==> src/rtl/udp_pkg.sv <==
// Shared types for the UDP receive path: parser states and the parsed 8-byte header.
package udp_pkg;

    localparam int UDP_HDR_BYTES = 8;

    typedef enum logic [1:0] {
        HDR,
        HDR_OUT,
        PAYLOAD
    } udp_rx_state_t;

    // Field order matches wire order, so byte 0 lands in the MSB of src_port.
    typedef struct packed {
        logic [15:0] src_port;
        logic [15:0] dst_port;
        logic [15:0] length;
        logic [15:0] checksum;
    } udp_hdr_t;

endpackage

==> src/rtl/axis_pipe_reg.sv <==
// One-stage AXI-Stream register for data+last; latency 1 cycle, full throughput.
// Backpressure: output holds while m_rdy=0; accepts input when empty or draining the same cycle.
module axis_pipe_reg #(
    parameter int W = 8
) (
    input  logic         i_clk,
    input  logic         i_reset,
    input  logic [W-1:0] s_dat,
    input  logic         s_vld,
    input  logic         s_lst,
    output logic         s_rdy,
    output logic [W-1:0] m_dat,
    output logic         m_vld,
    output logic         m_lst,
    input  logic         m_rdy
);

    assign s_rdy = !m_vld || m_rdy;

    always_ff @(posedge i_clk or posedge i_reset) begin
        if (i_reset) begin
            m_vld <= 1'b0;
            m_dat <= '0;
            m_lst <= 1'b0;
        end else if (s_rdy) begin
            m_vld <= s_vld;
            if (s_vld) begin
                m_dat <= s_dat;
                m_lst <= s_lst;
            end
        end
    end

endmodule

==> src/rtl/udp_rx.sv <==
// UDP de-encapsulator: parses the 8-byte header onto a valid/ready port; payload 1-cycle registered.
// Backpressure: input stalls while the header waits for its consumer and while the payload register is full.
module udp_rx
    import udp_pkg::*;
#(
    parameter int AXI_DATA_WIDTH = 8
) (
    input  logic        i_clk,
    input  logic        i_reset,
    input  logic [7:0]  s_axis_tdata,
    input  logic        s_axis_tvalid,
    input  logic        s_axis_tlast,
    output logic        s_axis_trdy,
    output logic        m_udp_hdr_tvalid,
    input  logic        m_udp_hdr_trdy,
    output logic [15:0] m_udp_src_port,
    output logic [15:0] m_udp_dst_port,
    output logic [15:0] m_udp_length,
    output logic [15:0] m_udp_checksum,
    output logic [7:0]  m_axis_tdata,
    output logic        m_axis_tvalid,
    output logic        m_axis_tlast,
    input  logic        m_axis_trdy,
    output logic        o_hdr_err,
    output logic        o_len_err
);

    if (AXI_DATA_WIDTH != 8) begin : g_width_check
        $error("udp_rx: only AXI_DATA_WIDTH = 8 is supported");
    end

    udp_rx_state_t state_q, state_d;
    udp_hdr_t      hdr_q;
    logic [2:0]    hdr_cnt_q;
    logic [15:0]   pl_cnt_q;
    logic [15:0]   pl_exp;
    logic          hdr_vld_q;
    logic          zero_pl_q;
    logic          last_in_q;
    logic          hdr_err_q;
    logic          len_err_q;
    logic          in_acc;
    logic          hdr_done;
    logic          hdr_short;
    logic          hdr_take;
    logic          pl_drain;
    logic          pipe_s_vld;
    logic          pipe_s_rdy;

    assign in_acc    = s_axis_tvalid && s_axis_trdy;
    assign hdr_done  = (state_q == HDR) && in_acc && (hdr_cnt_q == 3'(UDP_HDR_BYTES - 1));
    assign hdr_short = (state_q == HDR) && in_acc && s_axis_tlast && !hdr_done;
    assign hdr_take  = (state_q == HDR_OUT) && m_udp_hdr_trdy;
    // Frame is complete only once the buffered tlast beat has left the output register.
    assign pl_drain  = (state_q == PAYLOAD) && last_in_q && m_axis_tvalid && m_axis_trdy && m_axis_tlast;
    assign pl_exp    = hdr_q.length - 16'(UDP_HDR_BYTES);

    always_ff @(posedge i_clk or posedge i_reset) begin
        if (i_reset) begin
            state_q <= HDR;
        end else begin
            state_q <= state_d;
        end
    end

    always_comb begin
        state_d = state_q;
        case (state_q)
            HDR:     if (hdr_done) state_d = HDR_OUT;
            HDR_OUT: if (m_udp_hdr_trdy) state_d = zero_pl_q ? HDR : PAYLOAD;
            PAYLOAD: if (pl_drain) state_d = HDR;
            default: state_d = HDR;
        endcase
    end

    always_comb begin
        s_axis_trdy = 1'b0;
        pipe_s_vld  = 1'b0;
        case (state_q)
            HDR: s_axis_trdy = 1'b1;
            PAYLOAD: begin
                s_axis_trdy = !last_in_q && pipe_s_rdy;
                pipe_s_vld  = s_axis_tvalid && !last_in_q;
            end
            default: s_axis_trdy = 1'b0;
        endcase
        // Keep the input closed while reset is held so nothing is taken mid-reset.
        if (i_reset) begin
            s_axis_trdy = 1'b0;
        end
    end

    always_ff @(posedge i_clk or posedge i_reset) begin
        if (i_reset) begin
            hdr_q     <= '0;
            hdr_cnt_q <= '0;
            pl_cnt_q  <= '0;
            hdr_vld_q <= 1'b0;
            zero_pl_q <= 1'b0;
            last_in_q <= 1'b0;
            hdr_err_q <= 1'b0;
            len_err_q <= 1'b0;
        end else begin
            hdr_err_q <= hdr_short;
            len_err_q <= (hdr_take && zero_pl_q && (hdr_q.length != 16'(UDP_HDR_BYTES)))
                      || (pl_drain && (pl_cnt_q != pl_exp));

            if ((state_q == HDR) && in_acc) begin
                hdr_cnt_q <= (s_axis_tlast || hdr_done) ? 3'd0 : hdr_cnt_q + 3'd1;
                case (hdr_cnt_q[2:1])
                    2'd0:    hdr_q.src_port <= {hdr_q.src_port[7:0], s_axis_tdata};
                    2'd1:    hdr_q.dst_port <= {hdr_q.dst_port[7:0], s_axis_tdata};
                    2'd2:    hdr_q.length   <= {hdr_q.length[7:0], s_axis_tdata};
                    default: hdr_q.checksum <= {hdr_q.checksum[7:0], s_axis_tdata};
                endcase
            end

            if (hdr_done) begin
                hdr_vld_q <= 1'b1;
                zero_pl_q <= s_axis_tlast;
            end else if (hdr_take) begin
                hdr_vld_q <= 1'b0;
            end

            if (hdr_take) begin
                pl_cnt_q  <= '0;
                last_in_q <= 1'b0;
            end else if ((state_q == PAYLOAD) && in_acc) begin
                if (pl_cnt_q != 16'hFFFF) begin
                    pl_cnt_q <= pl_cnt_q + 16'd1;
                end
                if (s_axis_tlast) begin
                    last_in_q <= 1'b1;
                end
            end else if (pl_drain) begin
                last_in_q <= 1'b0;
            end
        end
    end

    axis_pipe_reg #(
        .W(8)
    ) u_pl_pipe (
        .i_clk   (i_clk),
        .i_reset (i_reset),
        .s_dat   (s_axis_tdata),
        .s_vld   (pipe_s_vld),
        .s_lst   (s_axis_tlast),
        .s_rdy   (pipe_s_rdy),
        .m_dat   (m_axis_tdata),
        .m_vld   (m_axis_tvalid),
        .m_lst   (m_axis_tlast),
        .m_rdy   (m_axis_trdy)
    );

    assign m_udp_hdr_tvalid = hdr_vld_q;
    assign m_udp_src_port   = hdr_q.src_port;
    assign m_udp_dst_port   = hdr_q.dst_port;
    assign m_udp_length     = hdr_q.length;
    assign m_udp_checksum   = hdr_q.checksum;
    assign o_hdr_err        = hdr_err_q;
    assign o_len_err        = len_err_q;

endmodule

==> config.mk <==
export PLATFORM = sky130hd
export DESIGN_NAME = udp_rx
export DESIGN_NICKNAME = d
export VERILOG_FILES = /design/src/rtl/udp_pkg.sv /design/src/rtl/axis_pipe_reg.sv /design/src/rtl/udp_rx.sv
export SDC_FILE = /design/constraint.sdc
export NUM_CORES = 1
export LEC_CHECK = 0
export ABC_AREA = 1
export CAP_MARGIN = 20
export CORE_MARGIN = 2
export CORE_UTILIZATION = 55
export CTS_CLUSTER_SIZE = 28
export DETAILED_ROUTE_END_ITERATION = 16
export PLACE_DENSITY = 0.84
export SLEW_MARGIN = 20
export SYNTH_ARGS = -nofsm -noshare
export SYNTH_HDL_FRONTEND = slang
export SYNTH_SLANG_ARGS = --single-unit
==> constraint.sdc <==
create_clock -name i_clk -period 8.87 [get_ports i_clk]
set_clock_uncertainty 0.2 [all_clocks]
set_input_delay 1.3305 -clock i_clk [delete_from_list [all_inputs] [get_ports i_clk]]
set_output_delay 1.3305 -clock i_clk [all_outputs]
set_load 0.02 [all_outputs]
After elaboration in Yosys (flattened, before gate mapping)
Index checks and enable logic that the tools add are counted.
- bitwise operators: 1
- equality and inequality tests: 12
- multiplexer cells: 18
- reductions and logical operators: 37
- add/subtract/negate cells: 3
- operators with widths (cell ; count):
    $mux W16 ; 3
    $add A16 B1 Y16 const B ; 1
    $logic_and A1 B1 Y1 ; 16
    $ne A16 B16 Y1 ; 1
    $ne A16 B16 Y1 const B ; 1
    $ne A16 B4 Y1 const B ; 1
    $sub A16 B4 Y16 const B ; 1
    $reduce_and A2 Y1 ; 7
    $mux W1 ; 8
    $mux W2 ; 4
    $ne A2 B2 Y1 const B ; 3
    $pmux W2 S3 ; 1
    $reduce_bool A2 Y1 ; 3
    $eq A2 B1 Y1 const B ; 2
    $eq A2 B2 Y1 const B ; 2
    $logic_not A2 Y1 ; 2
    $add A3 B1 Y3 const B ; 1
    $eq A3 B3 Y1 const B ; 1
    $logic_not A1 Y1 ; 3
    $logic_or A1 B1 Y1 ; 3
    $mux W3 ; 1
    $ne A3 B3 Y1 const B ; 1
    $reduce_and A3 Y1 ; 1
    $reduce_bool A3 Y1 ; 1
    3 further kinds ; 3
- flip-flop bits (word level): 100
- output and inout port bits: 78
- input bits: 14
- logic and storage cells: 86

Depth between registers and ports, before layout
Gate-level depths: netlist of run 1.
- depth after elaboration: 10
- depth in mapped cells: 14
- mapped depth without buffers: 14

Cells and area by module
A second synthesis of run 1 with hierarchy kept.
- cells, all modules: 605
- area, all modules: 5139.9 um2
- by module, submodules not included (module ; area an instance (um2) ; times used ; sequential area each (um2) ; cells each):
    udp_rx ; 4672.0 ; 1 ; 2252.2 ; 561
    axis_pipe_reg ; 467.9 ; 1 ; 250.2 ; 44

Worst setup path after synthesis of run 1
No wires, ideal clock.
- kind: in2reg
- start: input port i_reset
- end: register hdr_q (netlist bit m_udp_dst_port[8])
- stages on the path: 5
- buffers on the path: 1
- data required time: 8.542 ns
- arrival time: 4.733 ns
- slack: 3.809 ns
- library setup time: 0.128 ns
- cells stage by stage: inv_1 > nand3_4 > nor3_4 > buf_6 > mux2_1
- word-level cells in the longest chain between the ends: 4
- RTL lines (item ; line ; source):
    start, declared ; udp_rx.sv:9 ; input logic i_reset,
    $mux W1 ; udp_rx.sv:88 ; if (i_reset) begin
    $logic_and A1 B1 Y1 ; udp_rx.sv:50 ; assign in_acc = s_axis_tvalid && s_axis_trdy;
    $logic_and A1 B1 Y1 ; udp_rx.sv:108 ; if ((state_q == HDR) && in_acc) begin
    $reduce_and A2 Y1 (no line) ; n/a ;
    end, declared ; udp_rx.sv:33 ; udp_hdr_t hdr_q;
No other way between the ends.
A chain may end at the register's enable or synchronous reset.

Worst setup path in the final report of run 1
- start: input port m_axis_trdy
- end: output port s_axis_trdy
- word-level cells in the longest chain between the ends: 4
- RTL lines (item ; line ; source):
    start, declared ; udp_rx.sv:23 ; input logic m_axis_trdy,
    $logic_or A1 B1 Y1 ; axis_pipe_reg.sv:18 ; assign s_rdy = !m_vld || m_rdy;
    $logic_and A1 B1 Y1 ; udp_rx.sv:82 ; s_axis_trdy = !last_in_q && pipe_s_rdy;
    $pmux W1 S2 ; udp_rx.sv:79 ; case (state_q)
    $mux W1 ; udp_rx.sv:88 ;
    end, declared ; udp_rx.sv:13 ; output logic s_axis_trdy,
No other way between the ends.

==> results.sh, run 1 <==
export IMPL_status="completed"
export IMPL_cp_arrival_ps=2780
export IMPL_critPathSlowestCell="clkdlybuf4s50_1"
export IMPL_required_ps=7340
export IMPL_yosysSeqAreaShare=0.521
export IMPL_grt_overflow=0
export IMPL_ant_nets=0
export IMPL_cts_clk_slew_worst_paths_ps=100
export IMPL_fin_crit_sh=0.486
export IMPL_vias=4083
export IMPL_drv_slew=0
export IMPL_syn_nets=557
export IMPL_synth_top_area_cell="dfrtp_1"
export IMPL_finalSetupTns_ps=0
export IMPL_grt_first_pass_wirelength_mm=19.8
export IMPL_cts_tree="built"
export IMPL_p_total_mw=2.11
export IMPL_power_internal_mw=1.21
export IMPL_ys_warn_count=0
export IMPL_initial_utilization=0.559
export IMPL_drive_gt1_frac=0.0898
export IMPL_ys_ff_latch=100
export IMPL_hold_buffers=0
export IMPL_synth_cells=539
export IMPL_netlist_area_um2=4800
export IMPL_hp_class="reg2reg"
export IMPL_power_density_nw_per_um2=354
export IMPL_cp_start_kind="input port"
export IMPL_portBuffers=91
export IMPL_min_period_ps=4310
export IMPL_grt_antenna_before_repair=0
export IMPL_gp_congestion=0.942
export IMPL_n_antenna_cell=0
export IMPL_cp_slowest_stage_delay_ps=620
export IMPL_synth_top_area_share=0.521
export IMPL_nNetsFinal=648
export IMPL_cts_buffers=9
export IMPL_first_pass_iters=5
export IMPL_drc=0
export IMPL_postCtsSetupBuffers=0
export IMPL_maxClockFrequency_mhz=232
export IMPL_avgViaCountPerCell=5.50
export IMPL_drt_met1_wl_mm=5.23
export IMPL_ir_drop_mv=0.214
export IMPL_switching_share=0.428
export IMPL_crit_path_end_kind="output port"
export IMPL_row_count=34
export IMPL_p_leak_nw=2.75
export IMPL_die_area_um2=9490
export IMPL_worstPathMaxFanout=3
export IMPL_grtUsageTotal=0.262
export IMPL_cp_cell_sequence="clkdlybuf4s50_1 > inv_1 > nand2_1 > nand2_1 > a21oi_1 > clkdlybuf4s50_1"
export IMPL_p_sw_mw=0.904
export IMPL_synth_cell_types=34
export IMPL_grt_setup_unrepaired="no"
export IMPL_grt_max_degree=66
export IMPL_core_area_um2=8590
export IMPL_worstMarginPinSlew_ps=942
export IMPL_routedWlPerCell_um=16.4
export IMPL_finalSetupViolations=0
export IMPL_cap_violations=0
export IMPL_hold_violations=0
export IMPL_cts_sinks=100
export IMPL_cts_resized=0
export IMPL_clkPwrFrac=0.137
export IMPL_htree_levels=3
export IMPL_p_seq_frac=0.395
export IMPL_hpwl_mm=8.75
export IMPL_wl_met2_mm=5.71
export IMPL_worstSkewPairLatency_ps=380
export IMPL_clock_path_buffers=2
export IMPL_netlist_top_cells_area="dfrtp_1, nand2_1, inv_1"
export IMPL_drt_wl_total_mm=12.2
export IMPL_drt_iter0_drc=326
export IMPL_combinationalPowerShare=0.468
export IMPL_path_class="in2out"
export IMPL_io_pins=92
export IMPL_slew_limit_headroom=0.370
export IMPL_topRoutingLayerUsed="met4"
export IMPL_postSynthAreaPerCell_um2=8.91
export IMPL_die_w_um=97.4
export IMPL_cts_root_buf="clkbuf_8"
export IMPL_die_h_um=97.4
export IMPL_wl_met3_um=979
export IMPL_grt_pass1_vias=4016
export IMPL_area_delta_synth_final_pct=24.4
-- through the flow --
stage                     instances  cell area, µm²  utilization  hold slack, ps  setup slack, ps
after detailed placement        727            5780        0.673             276             4580
final                           743            5970        0.695             294             4560
after CTS                       743            5970        0.695             297             4570
after global routing            743            5970        0.695             322             4500
after floorplan                 539            4800            -             265             3810
after global placement          727            5780        0.673             268             4620
-- cells in the final DEF, fill, tap and decap left out, types with 4 or more instances in the layout --
cell,netlist,final
dfrtp_1,100,100
nand4_1,9,9
xor2_1,12,12
inv_1,60,59
nand2_1,112,112
clkdlybuf4s50_1,0,91
clkbuf_8,0,9
a21oi_1,29,29
ha_1,4,4
nand3_1,28,28
nor2_1,60,60
xnor2_1,5,5
o21ai_1,9,9
nor3_1,12,12
nand2_2,5,5
mux2_2,17,17
mux2_1,4,4
o21ai_0,33,33
-- final timing paths --
| check | start | endpoint | slack (ps) | cells after the start |
|---|---|---|---|---|
| worst max-delay path | m_axis_trdy | s_axis_trdy | 4560 | 6 |
| worst min-delay path | u_pl_pipe.m_dat[0] | u_pl_pipe.m_dat[0] | 290 | 2 |
| worst max register to register | state_q[1] | pl_cnt_q[10] | 6430 | 6 |
| worst min register to register | u_pl_pipe.m_dat[0] | u_pl_pipe.m_dat[0] | 290 | 2 |
| max in group asynchronous | i_reset | m_udp_checksum[8] | 6130 | 3 |
| min in group asynchronous | i_reset | last_in_q | 1150 | 2 |
-- synth_stat cells (all sizes together) --
cell type and count:
o211a 1, clkbuf 3, nor3 17, xor2 12, a21oi 29, buf 10
mux2 21, nor3b 3, nand4 9, o31ai 3, inv 64, nor4 1
nand2 117, nand3 32, o22ai 2, xnor2 5, nand3b 1, o21ai 43
dfrtp 100, ha 4, nor2 62
-- per-layer routing --
| metal | vias to the layer above | GRT usage |
|---|---|---|
| met5 | - | 0 |
| met4 | 0 | 0.103 |
| met3 | 27 | 0.0583 |
| met2 | 168 | 0.416 |
| met1 | 1960 | 0.353 |
| li1 | 1928 | - |
-- flip-flops by register name (all words and copies together), names as in the netlist, 2 cells and up --
signal           flops
pl_cnt_q            16
m_udp_dst_port      16
u_pl_pipe.m_dat      8
hdr_cnt_q            3
m_udp_src_port      16
m_udp_length        16
state_q              2
m_udp_checksum      16
-- worst max-delay path: cells and delay by family --
family / cells / cell delay (ps)
buf+inv: 3 / 1140
simple gates: 2 / 170
compound gates: 1 / 130
-- power by group through the flow --
stage | registers [mW] | logic [mW] | clock network (mW)
2_1_floorplan | 0.993 | 0.359 | 0
3_3_place_gp | 0.829 | 0.955 | 0
3_5_place_dp | 0.836 | 0.985 | 0
4_1_cts | 0.831 | 0.991 | 0.293
5_1_grt | 0.860 | 1.07 | 0.311
6_report | 0.835 | 0.989 | 0.289
-- layout make-up --
class,instances,area (µm²)
clock inverters,7,70.1
multi-input cells,362,1970
inverters,64,248
well taps,108,135
repair buffers,93,926
clock buffers,9,124
fillers,658,2620
flip-flops and latches,100,2500
-- kinds of logic (layout without fill, tap and decap cells) --
| kind of cell | Yosys count | after routing | share of synthesized area |
|---|---|---|---|
| xor gates and xnor gates | 17 | 17 | 0.0310 |
| AOI/OAI and AO/OA | 78 | 78 | 0.0868 |
| muxes | 21 | 21 | 0.0493 |
| adders and majority gates | 4 | 4 | 0.0104 |
| buffers and inverters | 77 | 173 | 0.0688 |
| DFF | 100 | 100 | 0.521 |
| and+or+nand+nor | 242 | 242 | 0.232 |
No activity file was read; power rests on OpenSTA's default activity.
==> run 2, diff against run 1 <==
--- a/config.mk
+++ b/config.mk
@@ -8,10 +8,10 @@
 export ABC_AREA = 1
 export CAP_MARGIN = 20
 export CORE_MARGIN = 2
-export CORE_UTILIZATION = 55
+export CORE_UTILIZATION = 47
 export CTS_CLUSTER_SIZE = 28
 export DETAILED_ROUTE_END_ITERATION = 16
-export PLACE_DENSITY = 0.84
+export PLACE_DENSITY = 0.76
 export SLEW_MARGIN = 20
 export SYNTH_ARGS = -nofsm -noshare
 export SYNTH_HDL_FRONTEND = slang
==> constraint.sdc (replaced) <==
create_clock -name i_clk -period 3.5 [get_ports i_clk]
set_clock_uncertainty 0.2 [all_clocks]
set_input_delay 0.525 -clock i_clk [delete_from_list [all_inputs] [get_ports i_clk]]
set_output_delay 0.525 -clock i_clk [all_outputs]
set_load 0.02 [all_outputs]
==> run 2 against run 1 <==
Combinational power grew to 2.5 times the previous value. Clock power increased to 3.0 times the previous value. Register-to-register slack got worse by 5100 ps. Sequential power rose to 2.5 times the previous value. Global-route usage fell by 3.7 points. Power increased to 2.6 times the previous value. Final cell count is 4.2% higher. Sequential share of layout area decreased by 0.83 points. Flip-flop and latch count stayed put. Hold slack improved by 3.5 ps. Wire length down 3.1%. Critical endpoint unchanged. Largest power group unchanged.
==> results.sh, run 2 (synthesis gave the netlist of run 1 again) <==
export IMPL_p_leak_nw=2.79
export IMPL_status="completed"
export IMPL_grtUsageTotal=0.224
export IMPL_ant_nets=0
export IMPL_worst_r2r_path_depth=8
export IMPL_hold_buffers=0
export IMPL_min_period_ps=2660
export IMPL_cap_violations=0
export IMPL_endpoint="s_axis_trdy"
export IMPL_hold_violations=0
export IMPL_die_h_um=105
export IMPL_final_area_um2=6090
export IMPL_grt_antenna_before_repair=0
export IMPL_combinationalPowerShare=0.458
export IMPL_routedWlPerCell_um=15.2
export IMPL_area_delta_synth_final_pct=26.9
export IMPL_drt_wl_total_mm=11.8
export IMPL_p_total_mw=5.47
export IMPL_grt_first_pass_wirelength_mm=19.6
export IMPL_cp_slowest_stage_delay_ps=610
export IMPL_path_class="in2out"
export IMPL_power_density_nw_per_um2=897
export IMPL_p_seq_frac=0.384
export IMPL_initial_utilization=0.487
export IMPL_portBuffers=91
export IMPL_n_antenna_cell=0
export IMPL_die_w_um=105
export IMPL_ir_drop_mv=0.527
export IMPL_r2r_start="state_q[0]"
export IMPL_grt_max_degree=51
export IMPL_cp_cell_sequence="clkdlybuf4s50_1 > inv_1 > nand2_1 > nand2_1 > a21oi_1 > clkdlybuf4s50_1"
export IMPL_clock_path_buffers=2
export IMPL_clkPwrFrac=0.158
export IMPL_grt_overflow=0
export IMPL_drt_iter0_drc=142
export IMPL_switching_share=0.413
export IMPL_finalSetupViolations=0
export IMPL_cts_tree="built"
export IMPL_gp_congestion=0.931
export IMPL_cts_buffers=9
export IMPL_crit_path_end_kind="output port"
export IMPL_hpwl_mm=8.85
export IMPL_critPathSlowestCell="clkdlybuf4s50_1"
export IMPL_rrSetupSlack_ps=1300
export IMPL_grt_pass1_vias=3996
export IMPL_core_area_um2=9860
export IMPL_cp_arrival_ps=1930
export IMPL_worstPathMaxFanout=3
export IMPL_required_ps=2770
export IMPL_drc=0
export IMPL_vias=4012
export IMPL_crit_start="m_axis_trdy"
export IMPL_htree_levels=3
export IMPL_slew_limit_headroom=0.515
export IMPL_p_sw_mw=2.26
export IMPL_mostFrequentLayoutCells="nand2_1, dfrtp_1, clkdlybuf4s50_1"
export IMPL_holdWs_ps=298
export IMPL_layout_commonest_cell="nand2_1"
export IMPL_power_internal_mw=3.21
export IMPL_nNetsFinal=654
export IMPL_worstSkewPairLatency_ps=370
export IMPL_fin_crit_sh=0.759
export IMPL_first_pass_iters=6
export IMPL_postCtsSetupBuffers=0
export IMPL_cts_clk_slew_worst_paths_ps=110
export IMPL_drv_slew=0
export IMPL_worstMarginPinSlew_ps=726
export IMPL_cts_root_buf="clkbuf_8"
export IMPL_cts_resized=0
export IMPL_grt_setup_unrepaired="no"
export IMPL_die_area_um2=11000
export IMPL_hp_class="reg2reg"
export IMPL_finalSetupTns_ps=0
export IMPL_post_dp_cell_area_um2=5860
export IMPL_row_count=36
export IMPL_maxClockFrequency_mhz=376
export IMPL_cts_sinks=100
export IMPL_avgViaCountPerCell=5.18
export IMPL_r2r_end="m_udp_checksum[15]"
export IMPL_cp_start_kind="input port"
export IMPL_io_pins=92
export IMPL_drive_gt1_frac=0.0983
run 2: cell count changes in the layout (fill, tap and decap cells not counted), sizes merged:
cell	previous run	this run
inv	68	67
clkinv	3	1
bufinv	0	2
clkinvlp	0	1
buf	2	8
run 2: worst max-delay path, delay by kind of cell:
kind,cells,cell delay [ps]
buffers and inverters,3,1120
and+or+nand+nor,2,160
AOI/OAI and AO/OA,1,120
run 2: per-layer routing:
layer | wire length, µm | global-route usage
met1 | 5030 | 0.279
met2 | 5860 | 0.378
met3 | 680 | 0.0586
met4 | 227 | 0.0790
met5 | 0 | 0
run 2: through the flow:
| stage | setup WS [ps] | util | cells |
|---|---|---|---|
| finish | 842 | 0.618 | 774 |
| global route | 743 | 0.618 | 774 |
| CTS | 839 | 0.618 | 774 |
| detailed placement | 837 | 0.594 | 758 |
| global placement | 852 | 0.594 | 758 |
| floorplan | 161 | - | 539 |
run 2: power by group through the flow:
stage | registers [mW] | clock network [mW] | logic [mW]
floorplan | 2.52 | 0 | 0.910
global placement | 2.10 | 0 | 2.46
detailed placement | 2.11 | 0 | 2.52
CTS | 2.10 | 0.884 | 2.53
global route | 2.18 | 0.925 | 2.73
finish | 2.10 | 0.862 | 2.50
run 2: how the worst min path moves through the flow:
stage                  startpoint                 end  slack [ps]  cells past startpoint
2_1_floorplan        hdr_cnt_q[0]        hdr_cnt_q[0]         270                      1
3_3_place_gp   u_pl_pipe.m_dat[2]  u_pl_pipe.m_dat[2]         270                      2
3_5_place_dp     m_udp_hdr_tvalid    m_udp_hdr_tvalid         270                      2
4_1_cts          m_udp_hdr_tvalid    m_udp_hdr_tvalid         300                      2
5_1_grt         m_udp_src_port[9]   m_udp_src_port[9]         310                      1
6_report        m_udp_src_port[9]   m_udp_src_port[9]         300                      1
run 2: area by class of cell:
type                       instances  area (µm²)
fill                             828        3770
sequential                       100        2500
multi-input combinational        362        1970
timing repair buffer              99         971
inverter                          64         249
tap                              133         166
clock buffer                       9         124
clock inverter                     7         114
==> run 3, diff against run 2 <==
==> constraint.sdc (replaced) <==
create_clock -name i_clk -period 2.4 [get_ports i_clk]
set_clock_uncertainty 0.2 [all_clocks]
set_input_delay 0.36 -clock i_clk [delete_from_list [all_inputs] [get_ports i_clk]]
set_output_delay 0.36 -clock i_clk [all_outputs]
set_load 0.02 [all_outputs]
==> run 3 against run 2 <==
Final cell count up 0.65%. Sequential share of layout area down 0.62 points. Hold slack worse by 8.7 ps. Highest routed layer unchanged. Core utilization up 0.95 points. Count of clock-buffer cells in the layout unchanged. Worst setup slack worse by 540 ps. Sequential power up 46%. Die area unchanged. First-iteration DRC count up 45%. Combinational power up 48%. Global-route usage up 0.50 points. Largest cell class unchanged. Largest power group unchanged. Register-to-register slack worse by 1000 ps.
==> results.sh, run 3 (synthesis gave the netlist of run 1 again) <==
export IMPL_worstPathMaxFanout=5
export IMPL_required_ps=2470
export IMPL_fin_crit_sh=0.876
export IMPL_wl_met2_mm=5.94
export IMPL_hp_class="in2async"
export IMPL_clock_path_buffers=2
export IMPL_worstSkewPairLatency_ps=360
export IMPL_portBuffers=91
export IMPL_worst_slack_ps=297
export IMPL_grt_overflow=0
export IMPL_status="completed"
export IMPL_routedWlPerCell_um=15.3
export IMPL_topRoutingLayerUsed="met4"
export IMPL_grt_first_pass_wirelength_mm=20.2
export IMPL_die_area_um2=11000
export IMPL_cap_violations=0
export IMPL_htree_levels=3
export IMPL_rrSetupSlack_ps=300
export IMPL_drive_gt1_frac=0.118
export IMPL_power_density_nw_per_um2=1270
export IMPL_drv_slew=0
export IMPL_grt_max_degree=82
export IMPL_hold_violations=0
export IMPL_ir_drop_mv=0.808
export IMPL_gp_congestion=0.908
export IMPL_worstMarginPinSlew_ps=738
export IMPL_initial_utilization=0.487
export IMPL_die_h_um=105
export IMPL_grt_antenna_before_repair=0
export IMPL_drt_iter0_drc=206
export IMPL_grtUsageTotal=0.229
export IMPL_mostFrequentLayoutCells="nand2_1, dfrtp_1, clkdlybuf4s50_1"
export IMPL_finalSetupViolations=0
export IMPL_cts_buffers=9
export IMPL_grt_setup_unrepaired="no"
export IMPL_r2r_end="o_len_err"
export IMPL_io_pins=92
export IMPL_drc=0
export IMPL_post_dp_cell_area_um2=5970
export IMPL_slew_limit_headroom=0.508
export IMPL_avgViaCountPerCell=5.16
export IMPL_n_antenna_cell=0
export IMPL_area_delta_synth_final_pct=28.9
export IMPL_layout_commonest_cell="nand2_1"
export IMPL_core_area_um2=9860
export IMPL_row_count=36
export IMPL_maxClockFrequency_mhz=476
export IMPL_cts_sinks=100
export IMPL_final_area_um2=6190
export IMPL_hpwl_mm=8.86
export IMPL_p_total_mw=7.85
export IMPL_cts_clk_slew_worst_paths_ps=110
export IMPL_r2r_start="m_udp_length[3]"
export IMPL_first_pass_iters=4
export IMPL_nNetsFinal=659
export IMPL_ant_nets=0
export IMPL_hold_buffers=0
export IMPL_path_class="reg2reg"
export IMPL_cts_tree="built"
export IMPL_cp_start_kind="flop"
export IMPL_postCtsSetupBuffers=0
export IMPL_dp_slack_ps=27.5
export IMPL_drt_met1_wl_mm=5.17
export IMPL_wl_met3_um=673
export IMPL_die_w_um=105
export IMPL_min_period_ps=2100
export IMPL_drt_wl_total_mm=11.9
export IMPL_p_leak_nw=2.83
export IMPL_grt_pass1_vias=4055
export IMPL_vias=4018
export IMPL_cp_arrival_ps=2170
export IMPL_cts_root_buf="clkbuf_8"
export IMPL_crit_path_end_kind="flop"
export IMPL_worst_r2r_path_depth=13
run 3: cell count changes in the layout (fill, tap and decap cells not counted), sizes merged:
cell           previous run  this run
buf                       8        13
clkinv                    1         5
bufinv                    2         0
inv                      67        65
clkdlybuf4s50            91        90
dlymetal6s2s              0         1
run 3: repair_timing:
| action | CTS | global route |
|---|---|---|
| gates resized for setup | 0 | 1 |
| endpoints found under the setup margin | 0 | 1 |
| hold endpoints to repair | 0 | 0 |
run 3: cell type report:
class	count	area, µm²
fill	834	3680
tap	133	166
inverter	64	249
sequential	100	2500
clock inverter	7	91.3
clock buffer	9	124
timing repair buffer	104	1050
multi-input combinational	362	2000
run 3: power breakdown:
part | total [mW] | internal (mW) | switching, mW | leakage [nW]
combinational | 3.69 | 1.70 | 1.99 | 1.51
clock | 1.10 | 0.422 | 0.681 | 0.105
sequential | 3.06 | 2.39 | 0.671 | 1.21
run 3: critical path, stage by stage (launching register included):
cell and delay (ps):
dfrtp_1 450, inv_1 180, ha_1 290, nand2_1 80, nor2_1 140, nand2_1 70
nand2_1 70, nand2_1 50, nor2_1 80, nand2_1 50, nor2_1 90, nand3_1 130
nand2_1 80, nand2_1 50
run 3: through the flow:
step	util	cells	setup TNS (ps)	hold WS [ps]
after floorplan	-	539	-53610	265
after global placement	0.605	763	0	266
after detailed placement	0.605	763	0	274
after CTS	0.627	779	0	280
after global routing	0.627	779	0	320
final	0.627	779	0	289
run 3: worst max path at each step:
stage,from,end,slack [ps]
6_report,m_udp_length[3],o_len_err,300
5_1_grt,m_udp_length[3],o_len_err,40
4_1_cts,m_axis_trdy,s_axis_trdy,30
3_5_place_dp,m_axis_trdy,s_axis_trdy,30
3_3_place_gp,m_axis_trdy,s_axis_trdy,80
2_1_floorplan,i_reset,m_udp_dst_port[8],-770
run 3: per-layer routing:
metal	vias to the layer above	GRT usage
met1	1939	0.304
met3	10	0.0549
met5	-	0
met4	0	0.0619
li1	1953	-
met2	116	0.378
